`src/rtl/pe_pkg.sv`:
```
// Shared helpers for PE post-processing: width math and output saturation limits.
package pe_pkg;

    localparam int OUT_W_DEF = 8;
    localparam int OUT_MAX   = (1 << OUT_W_DEF) - 1;

    function automatic int clog2(input int n);
        int r;
        r = 0;
        for (int i = 0; i < 31; i++) begin
            if ((1 << i) < n) begin
                r = i + 1;
            end
        end
        return r;
    endfunction

    // Full-precision width of a sum of num_rows signed in_w-bit values.
    function automatic int sum_width(input int in_w, input int num_rows);
        return in_w + clog2(num_rows);
    endfunction

    function automatic int out_max(input int out_w);
        return (1 << out_w) - 1;
    endfunction

endpackage

```
`src/rtl/pe_sat_clamp.sv`:
```
// Combinational arithmetic shift and unsigned clamp of a signed SW-bit value.
// Define PE_COL_SUM_ROUND_EN for round-half-up before the shift; default is floor.
module pe_sat_clamp
    import pe_pkg::*;
#(
    parameter int SW      = 13,
    parameter int OUT_W   = 8,
    parameter int SHIFT_W = 3
) (
    input  logic [SW-1:0]      i_val,
    input  logic [SHIFT_W-1:0] i_shift,
    output logic [OUT_W-1:0]   o_val,
    output logic               o_hi,
    output logic               o_lo
);

    logic signed [SW:0] w_ext;
    logic signed [SW:0] w_rnd;
    logic signed [SW:0] w_sh;
    logic               w_big;

    // One extra bit so the rounding offset can never overflow.
    assign w_ext = {i_val[SW-1], i_val};

`ifdef PE_COL_SUM_ROUND_EN
    logic signed [SW:0] w_half;

    always_comb begin
        w_half = '0;
        if (i_shift != '0) begin
            w_half = (SW+1)'(1) << (i_shift - SHIFT_W'(1));
        end
    end

    assign w_rnd = w_ext + w_half;
`else
    assign w_rnd = w_ext;
`endif

    assign w_sh  = w_rnd >>> i_shift;
    assign w_big = |w_sh[SW-1:OUT_W];

    always_comb begin
        o_val = w_sh[OUT_W-1:0];
        o_hi  = 1'b0;
        o_lo  = 1'b0;
        if (w_sh[SW]) begin
            o_val = '0;
            o_lo  = 1'b1;
        end else if (w_big) begin
            o_val = OUT_W'(out_max(OUT_W));
            o_hi  = 1'b1;
        end
    end

endmodule

```
`src/rtl/pe_col_sum_sat.sv`:
```
// Two-stage PE column sum with shift, unsigned saturation, valid/ready and clamp counter.
// Rounding mode selected by PE_COL_SUM_ROUND_EN (see pe_sat_clamp).
module pe_col_sum_sat
    import pe_pkg::*;
#(
    parameter int NUM_ROWS = 3,
    parameter int IN_W     = 11,
    parameter int OUT_W    = 8,
    parameter int SHIFT_W  = 3,
    parameter int CNT_W    = 16
) (
    input  logic                     clk,
    input  logic                     rst,
    input  logic [NUM_ROWS*IN_W-1:0] i_rows,
    input  logic                     i_valid,
    output logic                     o_ready,
    input  logic [SHIFT_W-1:0]       i_shift,
    output logic [OUT_W-1:0]         o_sum,
    output logic                     o_valid,
    input  logic                     i_ready,
    output logic                     o_sat_hi,
    output logic                     o_sat_lo,
    input  logic                     i_cnt_clr,
    output logic [CNT_W-1:0]         o_sat_cnt
);

    localparam int SW = sum_width(IN_W, NUM_ROWS);

    logic signed [SW-1:0] w_sum;
    logic                 w_en;
    logic [OUT_W-1:0]     w_c_sum;
    logic                 w_c_hi;
    logic                 w_c_lo;
    logic                 w_cnt_inc;

    logic [SW-1:0]        r_s1_sum;
    logic [SHIFT_W-1:0]   r_s1_shift;
    logic                 r_s1_valid;
    logic [OUT_W-1:0]     r_sum;
    logic                 r_valid;
    logic                 r_hi;
    logic                 r_lo;
    logic [CNT_W-1:0]     r_cnt;

    always_comb begin
        w_sum = '0;
        for (int k = 0; k < NUM_ROWS; k++) begin
            w_sum = w_sum + SW'($signed(i_rows[k*IN_W +: IN_W]));
        end
    end

    // Whole pipeline advances together; a full, stalled output freezes both stages.
    assign w_en    = !r_valid || i_ready;
    assign o_ready = w_en;

    pe_sat_clamp #(
        .SW      (SW),
        .OUT_W   (OUT_W),
        .SHIFT_W (SHIFT_W)
    ) u_clamp (
        .i_val   (r_s1_sum),
        .i_shift (r_s1_shift),
        .o_val   (w_c_sum),
        .o_hi    (w_c_hi),
        .o_lo    (w_c_lo)
    );

    always_ff @(posedge clk) begin
        if (rst) begin
            r_s1_sum   <= '0;
            r_s1_shift <= '0;
            r_s1_valid <= 1'b0;
            r_sum      <= '0;
            r_valid    <= 1'b0;
            r_hi       <= 1'b0;
            r_lo       <= 1'b0;
        end else if (w_en) begin
            r_s1_sum   <= w_sum;
            r_s1_shift <= i_shift;
            r_s1_valid <= i_valid;
            r_sum      <= w_c_sum;
            r_valid    <= r_s1_valid;
            r_hi       <= r_s1_valid & w_c_hi;
            r_lo       <= r_s1_valid & w_c_lo;
        end
    end

    assign w_cnt_inc = r_valid & i_ready & (r_hi | r_lo) & ~(&r_cnt);

    always_ff @(posedge clk) begin
        if (rst || i_cnt_clr) begin
            r_cnt <= '0;
        end else if (w_cnt_inc) begin
            r_cnt <= r_cnt + CNT_W'(1);
        end
    end

    assign o_sum     = r_sum;
    assign o_valid   = r_valid;
    assign o_sat_hi  = r_hi;
    assign o_sat_lo  = r_lo;
    assign o_sat_cnt = r_cnt;

endmodule

```
`config.mk`:
```
export PLATFORM = sky130hd
export DESIGN_NAME = pe_col_sum_sat
export DESIGN_NICKNAME = d
export VERILOG_FILES = /design/src/rtl/pe_pkg.sv /design/src/rtl/pe_sat_clamp.sv /design/src/rtl/pe_col_sum_sat.sv
export SDC_FILE = /design/constraint.sdc
export NUM_CORES = 1
export LEC_CHECK = 0
export ABC_AREA = 1
export CAP_MARGIN = 20
export CORE_UTILIZATION = 35
export CTS_BUF_LIST = sky130_fd_sc_hd__clkbuf_4 sky130_fd_sc_hd__clkbuf_8
export DETAILED_ROUTE_END_ITERATION = 8
export PLACE_DENSITY = 0.69
export SLEW_MARGIN = 20
export SYNTH_ARGS = -nofsm -noshare
export SYNTH_HDL_FRONTEND = slang
export SYNTH_HIERARCHICAL = 1
export SYNTH_SLANG_ARGS = --single-unit
```
`constraint.sdc`:
```
create_clock -name clk -period 2.7 [get_ports clk]
set_clock_uncertainty 0.15 [all_clocks]
set_input_delay 0.54 -clock clk [delete_from_list [all_inputs] [get_ports clk]]
set_output_delay 0.54 -clock clk [all_outputs]
set_load 0.01 [all_outputs]
```
==> results.py <==
metrics = {
    "power": {
        "intPower_mw": 1.297,
        "clkPwrFrac_pct": 19.9,
        "peakVddDrop_v": 0.0001925,
        "switching_share_pct": 36.24,
        "pwr_density_cell_nw_per_um2": 477.2,
        "p_sw_uw": 737.4,
        "pwr-share-seq_pct": 38.6,
        "comb_power_share_pct": 41.5,
        "p_leak_nw": 1.928,
    },
    "clocking": {
        "htreeDepth": 2,
        "clkTransAtPathRegs_ns": 0.08,
        "numCtsBuffers": 5,
        "tritoncts": "done",
        "cts-root-buf": "clkbuf_8",
        "cts_sinks": 44,
        "clk_latency_ns": 0.30,
        "clk_path_buf_depth": 2,
    },
    "worst_setup_path": {
        "cp_common_cell": "nand3_1",
        "end_kind": "register",
        "cp.buffers_inverters": 2,
        "crit_required_ns": 2.76,
        "cp_top_family": "adder cells",
        "arrival_ns": 2.61,
        "crit_path_max_incr_delay_ns": 0.55,
        "crit_chain": "clkdlybuf4s50_1, fa_1, ha_1, nand3_1, nand3_1, a21oi_1, or2_2, nand3_1, nand2_1, inv_1",
        "startpoint_type": "input pin",
        "crit_slowest_cell": "fa_1",
        "worstSetupPathType": "in2reg",
        "cp_max_fo": 4,
    },
    "yosys": {
        "synth_warnings": 6,
        "yosys.area.top_type_share_pct": 26.54,
        "yosysTopAreaCell": "dfxtp_1",
        "syn-num-nets": 571,
        "netlist_area_um2": 3319,
        "synth-seq-area-share_pct": 26.54,
        "synth.distinct_cells": 34,
        "synth.most_common_cell": "nand2_1",
        "syn_inst": 506,
        "avgSynthCellArea_um2": 6.560,
        "synth_edf_count": 0,
        "synth.ff_latch_count": 44,
        "synth_common_cells": "nand2_1, inv_1, nor2_1, nand3_1, dfxtp_1",
        "synth_area_leaders": "dfxtp_1, nand2_1, fa_1",
        "async_reset_ff_share_pct": 0,
        "ys.flop_type": "dfxtp_1",
    },
    "timing": {
        "final-setup-viol-count": 0,
        "finalMaxSlewViolations": 0,
        "max_freq_mhz": 392.2,
        "whs_ns": 0.3411,
        "min_period_ns": 2.550,
        "worst_pin_slew_ns": 0.6120,
        "fin_crit_sh_pct": 94.44,
        "finalHoldViolations": 0,
        "slew_headroom_pct": 59.15,
    },
    "hold_path": {
        "hp-class": "reg2reg",
    },
    "floorplanning": {
        "initial_core_util_pct": 36.10,
        "placementRows": 35,
        "core_um2": 9196,
        "io_pins": 69,
        "die_y_um": 99.39,
        "dieArea_um2": 9877,
        "die_w_um": 99.39,
    },
    "detailed_routing": {
        "drc": 0,
        "wl_per_cell_um": 10.88,
        "route.vias.total": 3332,
        "firstDrtPassIters": 5,
        "drtIter0Drc": 194,
        "routed_wl_mm": 7.559,
        "route.antenna.remaining_nets": 0,
        "viasPerCell": 4.794,
    },
    "final_layout": {
        "nFillCells": 943,
        "drive_above_1_share_pct": 9.760,
        "area_growth_pct": 28.46,
        "fin_nets": 649,
        "fin_cells": 695,
        "antennaDiodeCount": 0,
        "final_core_util_pct": 46.37,
    },
    "global_routing": {
        "antenna_found_initial": 0,
        "grt_max_degree": 37,
        "grt_pass1_wl_mm": 12.81,
        "grt_use_total_pct": 15.57,
        "overflow": 0,
        "grt_pass1_vias": 2954,
    },
    "placed_design": {
        "routabilityCongestion": 0.9250,
        "dp.cells": 687,
        "port_buffers": 68,
        "dp_hpwl_mm": 5.792,
    },
    "outcome": {
        "status": "complete, no violations",
    },
    "run": {
        "cap_violations": 0,
    },
}
## tightest hold or removal path: stages, from the launching register on
cell     delay (ns)
dfxtp_1        0.33
nand2_1        0.06
a21oi_1        0.05
## layout by cell type, fill, tap and decap left out, types with 11 or more instances in the layout
cell             Yosys  routed
ha_1                12      11
nor2_1              56      56
fa_1                12      11
inv_1               64      64
clkdlybuf4s50_1      0      68
dfxtp_1             44      44
nand3_1             46      45
a21oi_1             17      15
o21ai_0             36      36
buf_4                1      18
nand2_1            145     145
## power by group through the flow
stage / sequential, mW / clock, mW / combinational (mW)
final: 0.786 / 0.405 / 0.844
after global placement: 0.800 / 0 / 0.816
after CTS: 0.786 / 0.423 / 0.831
after global routing: 0.799 / 0.443 / 0.962
after floorplan: 0.796 / 0 / 0.542
after detailed placement: 0.801 / 0 / 0.826
## registers in the layout, indices dropped and copies added, names as in the netlist
name	flops
r_s1_shift	3
r_s1_sum	13
o_sum	8
o_sat_hi	1
o_sat_lo	1
r_s1_valid	1
o_sat_cnt	16
o_valid	1
## worst paths after layout
kind / from / endpoint / slack (ns) / cells past startpoint
setup / recovery: i_rows[2] / r_s1_sum[6] / 0.15 / 10
hold / removal: o_sat_lo / o_sat_lo / 0.34 / 2
setup reg to reg: r_s1_shift[1] / o_sum[7] / 0.58 / 9
hold reg to reg: o_sat_lo / o_sat_lo / 0.34 / 2
## metrics by stage
step	setup WS, ns	TNS, ns	cell area, µm²	total power, mW
3_3_place_gp	-0.2503	-1.293	4158	1.616
4_1_cts	0.04354	0	4239	2.040
3_5_place_dp	-0.2657	-1.484	4158	1.627
5_1_grt	-0.0004046	-0.0004046	4264	2.204
2_1_floorplan	0.2079	0	3319	1.338
6_report	0.1501	0	4264	2.035
## metal layers
layer  global-route usage (%)  wire, µm  part of all wire, %
met1                    20.59      3566                   47
met2                    26.39      3555                   47
met3                    1.897       357                  4.7
met4                    5.090        80                  1.1
met5                        0         0                    0
## kinds of logic (layout without fill, tap and decap cells)
kind of cell | count (synthesis) | count (layout) | synth area share [%]
adder cells (fa/ha/maj) | 24 | 24 | 11.76
XOR/XNOR | 13 | 13 | 3.430
AND/OR/NAND/NOR | 276 | 276 | 35.73
flip-flops | 44 | 44 | 26.54
AO/OA/AOI/OAI | 67 | 67 | 11.46
buffers and inverters | 82 | 160 | 11.08
## area by class of cell
class / instances / area, µm² / share of cell area [%]
flip-flops and latches: 44 / 880.8 / 20.66
clock inverters: 2 / 12.51 / 0.2934
inverters: 67 / 259.0 / 6.074
multi-input cells: 380 / 2088 / 48.97
well taps: 111 / 138.9 / 3.257
clock buffers: 5 / 68.82 / 1.614
repair buffers: 86 / 815.8 / 19.13
## what timing repair did
item	4_1_cts	5_1_grt
endpoints found under the setup margin	0	3
hold buffers	0	0
resized for setup	0	5
buffers inserted	0	1
(Power assumes the default switching activity.)
